$ cat src/rtl/h14tx_period_scheduler.sv
// HDMI 1.4 TX period scheduler: picks control / video / data-island period per pixel
// from the raster counters and paces packet transfers with the packet source.
module h14tx_period_scheduler #(
  parameter int BitWidth   = 11,
  parameter int BitHeight  = 10,
  parameter int HActive    = 1280,
  parameter int HTotal     = 1650,
  parameter int VActive    = 720,
  parameter int VTotal     = 750,
  parameter int DiStart    = 1290,
  parameter int MaxPackets = 2
) (
  input  logic                 clk,
  input  logic                 rst_n,
  input  logic [BitWidth-1:0]  x,
  input  logic [BitHeight-1:0] y,
  input  logic                 hsync_in,
  input  logic                 vsync_in,
  input  logic                 pkt_valid,
  output logic                 pkt_ready,
  output logic [4:0]           pkt_idx,
  output logic [2:0]           period,
  output logic [3:0]           ctl,
  output logic                 hsync,
  output logic                 vsync
);

  localparam logic [2:0] P_CONTROL   = 3'd0;
  localparam logic [2:0] P_VID_PRE   = 3'd1;
  localparam logic [2:0] P_VID_GUARD = 3'd2;
  localparam logic [2:0] P_VIDEO     = 3'd3;
  localparam logic [2:0] P_DI_PRE    = 3'd4;
  localparam logic [2:0] P_DI_GUARD  = 3'd5;
  localparam logic [2:0] P_DI_DATA   = 3'd6;

  localparam logic [BitWidth-1:0]  H_ACTIVE      = BitWidth'(HActive);
  localparam logic [BitWidth-1:0]  H_PRE_START   = BitWidth'(HTotal - 10);
  localparam logic [BitWidth-1:0]  H_PRE_END     = BitWidth'(HTotal - 3);
  localparam logic [BitWidth-1:0]  H_GUARD_START = BitWidth'(HTotal - 2);
  localparam logic [BitWidth-1:0]  DI_START      = BitWidth'(DiStart);
  localparam logic [BitHeight-1:0] V_ACTIVE      = BitHeight'(VActive);
  localparam logic [BitHeight-1:0] V_LAST        = BitHeight'(VTotal - 1);
  localparam logic [4:0]           MAX_PKT       = 5'(MaxPackets);

  // Islands must fit in blanking with at least 4 control clocks before any preamble.
  if (DiStart < HActive + 4) begin : g_bad_distart
    $fatal(1, "DiStart too close to active video");
  end
  if (DiStart + 8 + 2 + 32 * MaxPackets + 2 + 4 > HTotal - 10) begin : g_bad_fit
    $fatal(1, "data island does not fit in horizontal blanking");
  end
  if (MaxPackets < 1 || MaxPackets > 18) begin : g_bad_maxpkt
    $fatal(1, "MaxPackets out of range 1..18");
  end

  typedef enum logic [2:0] {
    S_IDLE, S_PRE, S_LGUARD, S_DATA, S_TGUARD
  } di_state_t;

  di_state_t             st, nst;
  logic [4:0]            cnt, ncnt, npkt, nnpkt;
  logic                  ready_d;
  logic [BitHeight-1:0]  next_y;
  logic [2:0]            vid_period, period_d;
  logic [3:0]            vid_ctl, ctl_d;
  logic [4:0]            idx_d;

  assign next_y = (y == V_LAST) ? '0 : y + 1'b1;

  always_comb begin
    vid_period = P_CONTROL;
    vid_ctl    = 4'b0000;
    if (y < V_ACTIVE && x < H_ACTIVE) begin
      vid_period = P_VIDEO;
    end else if (next_y < V_ACTIVE && x >= H_PRE_START && x <= H_PRE_END) begin
      vid_period = P_VID_PRE;
      vid_ctl    = 4'b0001;
    end else if (next_y < V_ACTIVE && x >= H_GUARD_START) begin
      vid_period = P_VID_GUARD;
    end
  end

  // st/cnt hold the state of the pixel now on the outputs; nst/ncnt describe the current x.
  always_comb begin
    nst     = st;
    ncnt    = cnt;
    nnpkt   = npkt;
    ready_d = 1'b0;
    if (st != S_IDLE && x == '0) begin
      nst  = S_IDLE;
      ncnt = '0;
    end else begin
      case (st)
        S_IDLE: begin
          if (x == DI_START && pkt_valid) begin
            nst   = S_PRE;
            ncnt  = '0;
            nnpkt = '0;
          end
        end
        S_PRE: begin
          ncnt = cnt + 5'd1;
          if (cnt == 5'd7) begin
            nst  = S_LGUARD;
            ncnt = '0;
          end
        end
        S_LGUARD: begin
          ncnt = cnt + 5'd1;
          if (cnt == 5'd1) begin
            nst     = S_DATA;
            ncnt    = '0;
            nnpkt   = npkt + 5'd1;
            ready_d = 1'b1;
          end
        end
        S_DATA: begin
          ncnt = cnt + 5'd1;
          if (cnt == 5'd31) begin
            if (pkt_valid && npkt < MAX_PKT) begin
              ncnt    = '0;
              nnpkt   = npkt + 5'd1;
              ready_d = 1'b1;
            end else begin
              nst  = S_TGUARD;
              ncnt = '0;
            end
          end
        end
        S_TGUARD: begin
          ncnt = cnt + 5'd1;
          if (cnt == 5'd1) begin
            nst  = S_IDLE;
            ncnt = '0;
          end
        end
        default: begin
          nst  = S_IDLE;
          ncnt = '0;
        end
      endcase
    end
  end

  always_comb begin
    period_d = vid_period;
    ctl_d    = vid_ctl;
    idx_d    = '0;
    case (nst)
      S_PRE: begin
        period_d = P_DI_PRE;
        ctl_d    = 4'b0101;
      end
      S_LGUARD, S_TGUARD: begin
        period_d = P_DI_GUARD;
        ctl_d    = 4'b0000;
      end
      S_DATA: begin
        period_d = P_DI_DATA;
        ctl_d    = 4'b0000;
        idx_d    = ncnt;
      end
      default: ;
    endcase
  end

  always_ff @(posedge clk or negedge rst_n) begin
    if (!rst_n) begin
      st        <= S_IDLE;
      cnt       <= '0;
      npkt      <= '0;
      period    <= P_CONTROL;
      ctl       <= 4'b0000;
      pkt_ready <= 1'b0;
      pkt_idx   <= '0;
      hsync     <= 1'b0;
      vsync     <= 1'b0;
    end else begin
      st        <= nst;
      cnt       <= ncnt;
      npkt      <= nnpkt;
      period    <= period_d;
      ctl       <= ctl_d;
      pkt_ready <= ready_d;
      pkt_idx   <= idx_d;
      hsync     <= hsync_in;
      vsync     <= vsync_in;
      assert (nst == S_IDLE || vid_period == P_CONTROL)
        else $error("data island overlaps a video period");
    end
  end

endmodule

$ cat config.mk
export PLATFORM = sky130hd
export DESIGN_NAME = h14tx_period_scheduler
export DESIGN_NICKNAME = d
export VERILOG_FILES = /design/src/rtl/h14tx_period_scheduler.sv
export SDC_FILE = /design/constraint.sdc
export NUM_CORES = 1
export LEC_CHECK = 0
export BUFFER_PORTS_ARGS = -buffer_cell sky130_fd_sc_hd__buf_2
export CORE_AREA = 2 2 61 63
export CTS_CLUSTER_DIAMETER = 30
export DETAILED_ROUTE_END_ITERATION = 7
export DIE_AREA = 0 0 63 65
export PLACE_DENSITY = 0.74
export SYNTH_ARGS = -nofsm -noshare
export SYNTH_HDL_FRONTEND = slang
export SYNTH_SLANG_ARGS = --single-unit
$ cat constraint.sdc
create_clock -name clk -period 4.07 [get_ports clk]
set_input_delay 0.2035 -clock clk [delete_from_list [all_inputs] [get_ports clk]]
set_output_delay 0.2035 -clock clk [all_outputs]
set_load 0.05 [all_outputs]
* Word-level counts from Yosys, hierarchy flattened
Cells that the tools add are included.
** Word-level totals
- Register bits after elaboration :: 28
- Output and inout bits :: 15
- Logic and storage cells :: 85
- Bits in latches :: 0
- Memory bits (read-only) :: 0
- Input bits :: 26
- Memories :: 0
- Memory bits (writable) :: 0
** Cells by class
- Equal/unequal tests :: 17
- Shift-type cells :: 0
- Divide/modulo/power cells :: 0
- Reductions and logical operators :: 15
- Multiplexer cells :: 33
- $mul :: 0
- Bitwise logic cells :: 1
- Magnitude comparators :: 7
- Add/subtract/negate cells :: 3
** Operator list (number)
- 5-bit two-way mux :: 10
- 11-bit greater-or-equal comparator (second input constant) :: 2
- 3-bit two-way mux :: 7
- 10-bit < comparator (second input constant) :: 2
- 5-bit case mux with 4 select lines :: 1
- 3-bit case mux with 5 select lines :: 1
- 5-bit case mux with 3 select lines :: 1
- 3-bit by 2-bit equality test with 1-bit output (second input constant) :: 4
- 11-bit equality test (second input constant) :: 1
- 11-bit <= comparator (second input constant) :: 1
- 11-bit logical NOT :: 1
- 11-bit < comparator (second input constant) :: 1
- 10-bit by 1-bit adder with 10-bit output (second input constant) :: 1
- 5-bit by 1-bit adder with 5-bit output (second input constant) :: 2
- 10-bit equality test (second input constant) :: 1
- 10-bit two-way mux :: 1
- 3-bit case mux with 3 select lines :: 1
- 2-bit inequality test (second input constant) :: 4
- 4-bit case mux with 2 select lines :: 1
- 1-bit logical AND :: 7
- 3-bit by 1-bit equality test with 1-bit output (second input constant) :: 2
- 3-bit equality test (second input constant) :: 2
- 2-bit two-way mux :: 3
- 6-bit AND reduction :: 1
- 12 further kinds :: 18

* Logic depth before layout (Yosys ltp)
- Depth in word-level cells :: 9
- Mapped depth :: 8
- Mapped depth without buffers :: 8

* Least setup slack after synthesis
Ideal clock, no wire load.
- Kind :: register to register
- Start point :: register cnt[0]
- End point :: register pkt_idx[0]
- Setup time :: 0.068 ns
- Required time :: 4.002 ns
- Path slack :: 2.134 ns
- Cell stages (with the launch flop) :: 9
- Clock period less this slack :: 1.936 ns
- Buffers on the path :: 0
- Arrival :: 1.868 ns
- Cell sequence :: dfrtp_1 ha_1 and3_1 ha_1 nor4bb_1 a31oi_1 o221ai_4 nand3_4 and4b_1
** On the way
- Word-level cells in the longest chain between the ends :: 6
- Elaborated cells on any way between the ends :: 18
- Those cells by class :: 1 x add/sub; 4 x eq/ne; 13 x mux
** RTL lines
- from (decl) :: RTL line 61 : logic [4:0] cnt, ncnt, npkt, nnpkt;
- from (signal assigned) :: RTL line 180 : cnt <= ncnt;
- branches (longest 5 deep; another with 5-bit by 1-bit adder with 5-bit output)
- 5-bit two-way mux * :: RTL line 149 : case (nst)
- named net idx_d[0] :: RTL line 66 : logic [4:0] idx_d;
- to (signal assigned) :: RTL line 185 : pkt_idx <= idx_d;
- to (decl) :: RTL line 21 : output logic [4:0] pkt_idx,
Mark *: on every way through the listed nets, which the timed path passes.
A chain may end at the register's enable or synchronous reset.

* Final worst setup path
Ends and elaborated chain as after synthesis.

==> impl_results.md <==
* Fin cells at 260
* Fraction of the cycle the final worst path needs at 0.540
* Crit path cell chain: ha_1, and3_1, ha_1, nor4bb_1, a31oi_1, o221ai_4, nand3_4, and4b_1
* Worst slew margin relative to its limit at 0.618
* Synth area leader: dfrtp_1
* Post-CTS Resized at 0
* CTS tree: built
* Inst Count DP at 253
* CP Max Fanout at 6
* First-pass GRT wire length at about 6.2 mm
* Reg2Reg Launch Point: cnt[0]
* Crit path from: cnt[0]
* Pwr Total at between 1 and 1.5 mW
* Core Util, Final at 0.559
* Final wirelength at approximately 3.5 mm
* Vias after detailed routing at roughly 1500
* Slew Limit Fails at 0
* Fillers at roughly 330
* Ys async rst share at 1.00
* Initial Util at 0.477
* Die Height at between 60 and 70 µm
* Share of layout cells above drive strength 1 at 0.269
* Initial antenna violation count at 0
* Required @ worst endpoint at 4.33 ns
* Core footprint at about 0.0035 mm²
* Skew final at between 0.004 and 0.005 ns
* Area Overhead vs Synth at 17.3%
* Comb pwr share at 0.558
* Max incr delay on CP at 0.45 ns
* Top cell type's share of synthesized area at 0.390
* Vias per cell at about 5.7
* Crit path time final at 2.20 ns
* Hold-fix buffers, CTS at 3
* Worst Hold Class: in -> reg
* N_diodes at 0
* Reg-to-reg critical path endpoint: pkt_idx[0]
* Top_reg_cell synth: dfrtp_1
* Vias in the first global route at 1384
* Worst-margin pin slew at 0.565 ns
* Most frequent cells in the layout: 38 x buf_2, 26 x dfrtp_1, 14 x nand2_1, 13 x a21oi_1, 9 x o21ai_0
* Total negative slack at 0 ns
* Total of max-cap violations at 0
* Main area contributors after synthesis: dfrtp_1 39%, a21oi_1 3.9%, nand2_1 3.2%, ha_1 3.0%, o21ai_0 2.7%
* Sequential area share after synthesis at 0.390
* DRT iter0 DRCs at 67
* # setup viols final at 0
* Post-CTS setup buffers at 0
* Commonest non-fill, non-tap cell in the layout: buf_2
* CP Class: reg -> reg
* Total DRC errors in the routed layout at 0
* Largest net degree at the start of global routing at 27
* Fmax at around 450 MHz
* Std cell rows at 22
* Yosys synthesis warning count at 0
* Int Pwr at about 0.65 mW
* CTS Buffer Depth at 2
* Switching power at 0.573 mW
* CP endpoint kind: register
* Post-synthesis cell count at approximately 170
* Worst Hold End: ctl[0]
* Pwr/cell area at 623 mW/mm²
* Min-Delay Startpoint: x[8]
* Syn Area/Cell at between 9 and 10 µm²
* Sequential Power Share at 0.338
* Die area at 0.00410 mm²
* Synthesized area at about 0.0017 mm²
* Clock root buffer: clkbuf_4
* DIE WIDTH at between 60 and 70 µm
* Post-synth cell types at 55
* Final hold vios at 0
* CTS Buf Count at 3
* FF+latch count, synth at 26
* Hold depth at 4
* Number of nets in the layout at 243
* Worst reg-to-reg setup slack at 1.87 ns
* Unrepaired setup endpoints after global routing: no
* Clk Latency, worst-skew pair at around 0.32 ns
* Reg2Reg Depth at 8
* Arrival time worst endpoint at roughly 2.5 ns
* Post-synth EDFFs at 0
* Post-DR wirelength/cell at about 13 µm
* # IOs at 41
* Status: finished clean
* DR pass1 iterations at 4
* Clk sinks at 26
* # H-tree levels at 1
* Number of routed nets with antenna violations at 0
* Clock share of power at 0.104
* Setup crit start kind: register
* Static leakage at roughly 0.91 nW
* Total gr overflow at 0
* Placed Area at approximately 0.0019 mm²
* Peak VDD IR at 0.185 mV
* Input/output buffers at 38
* Slowest-stage cell, CP: dfrtp_1
* Finished Cell Area at ~0.0020 mm²
* Gp weighted congestion at 0.869
* Critical path's most frequent cell: ha_1
* Sw frac at 0.470
* GR Util All Layers at 0.192
* Post-DP HPWL at approximately 2.6 mm
* Clock-pin slew on the worst setup and hold paths at ~0.13 ns
worst max path at each step:
stage | endpoint | cells past startpoint | slack (ns)
after floorplan | pkt_idx[0] | 8 | 2.13
after global placement | pkt_idx[3] | 7 | 1.94
after detailed placement | pkt_idx[0] | 8 | 1.90
after CTS | pkt_idx[3] | 7 | 1.87
after global routing | pkt_idx[0] | 8 | 1.65
final | pkt_idx[0] | 8 | 1.87
routing by layer:
metal | GRT usage | up-vias | share of wire
met4 | 0.0778 | 0 | 0.014
met5 | 0 | - | 0
met3 | 0.0278 | 6 | 0.054
li1 | - | 735 | -
met1 | 0.248 | 690 | 0.46
met2 | 0.323 | 60 | 0.47
state kept, by name, summed over array words and instances, names as in the netlist:
register / flops
cnt: 5
ctl: 2
hsync: 1
npkt: 5
period: 3
pkt_idx: 5
pkt_ready: 1
st: 3
vsync: 1
Yosys cell counts (all sizes together) (2+ instances only):
| library cell | number |
|---|---|
| dfrtp | 26 |
| a21oi | 14 |
| nand2 | 14 |
| o21ai | 13 |
| inv | 8 |
| nand3 | 8 |
| nor2 | 8 |
| nor3 | 7 |
| buf | 5 |
| nor2b | 5 |
| ha | 4 |
| nand4 | 4 |
| o31ai | 4 |
| a211oi | 3 |
| and2 | 3 |
| and3 | 3 |
| nor4 | 3 |
| nor4bb | 3 |
| o211a | 3 |
| a21o | 2 |
| a22oi | 2 |
| a31oi | 2 |
| a41oi | 2 |
| and4 | 2 |
| nand4b | 2 |
power groups by stage:
| stage | combinational (mW) | sequential (mW) | clock (mW) |
|---|---|---|---|
| 2_1_floorplan | 0.442 | 0.514 | 0 |
| 3_3_place_gp | 0.675 | 0.412 | 0 |
| 3_5_place_dp | 0.677 | 0.416 | 0 |
| 4_1_cts | 0.682 | 0.410 | 0.132 |
| 5_1_grt | 0.747 | 0.426 | 0.149 |
| 6_report | 0.680 | 0.412 | 0.127 |
final cells by class:
class	count	area (µm²)	share of cell area
multi-input combinational	133	958	0.490
sequential	26	651	0.333
timing repair buffer	41	220	0.113
tap	48	60.1	0.0307
clock buffer	4	36.3	0.0186
inverter	8	30.0	0.0154
critical path, delay by kind of cell (launching register included):
family | cells | cell delay (ns)
compound gates | 2 | 0.28
fa+ha+maj | 2 | 0.52
flops | 1 | 0.45
simple gates | 4 | 0.91
cells by family (layout without fill, tap and decap cells):
family / Yosys count / in the layout / share of synthesized area
and+or+nand+nor: 72 / 72 / 0.294
other: 1 / 2 / 0.00225
DFF: 26 / 26 / 0.390
buffers and inverters: 13 / 53 / 0.0375
adders and majority gates: 4 / 4 / 0.0300
muxes: 2 / 2 / 0.0128
AOI/OAI and AO/OA: 53 / 53 / 0.233
through the flow:
step                setup slack [ns]  hold WS [ns]
floorplan                       2.13       -0.0921
global placement                1.94         0.228
detailed placement              1.90         0.234
CTS                             1.87         0.269
global route                    1.65         0.299
finish                          1.87         0.283
Power figures use the tool's default switching activity.
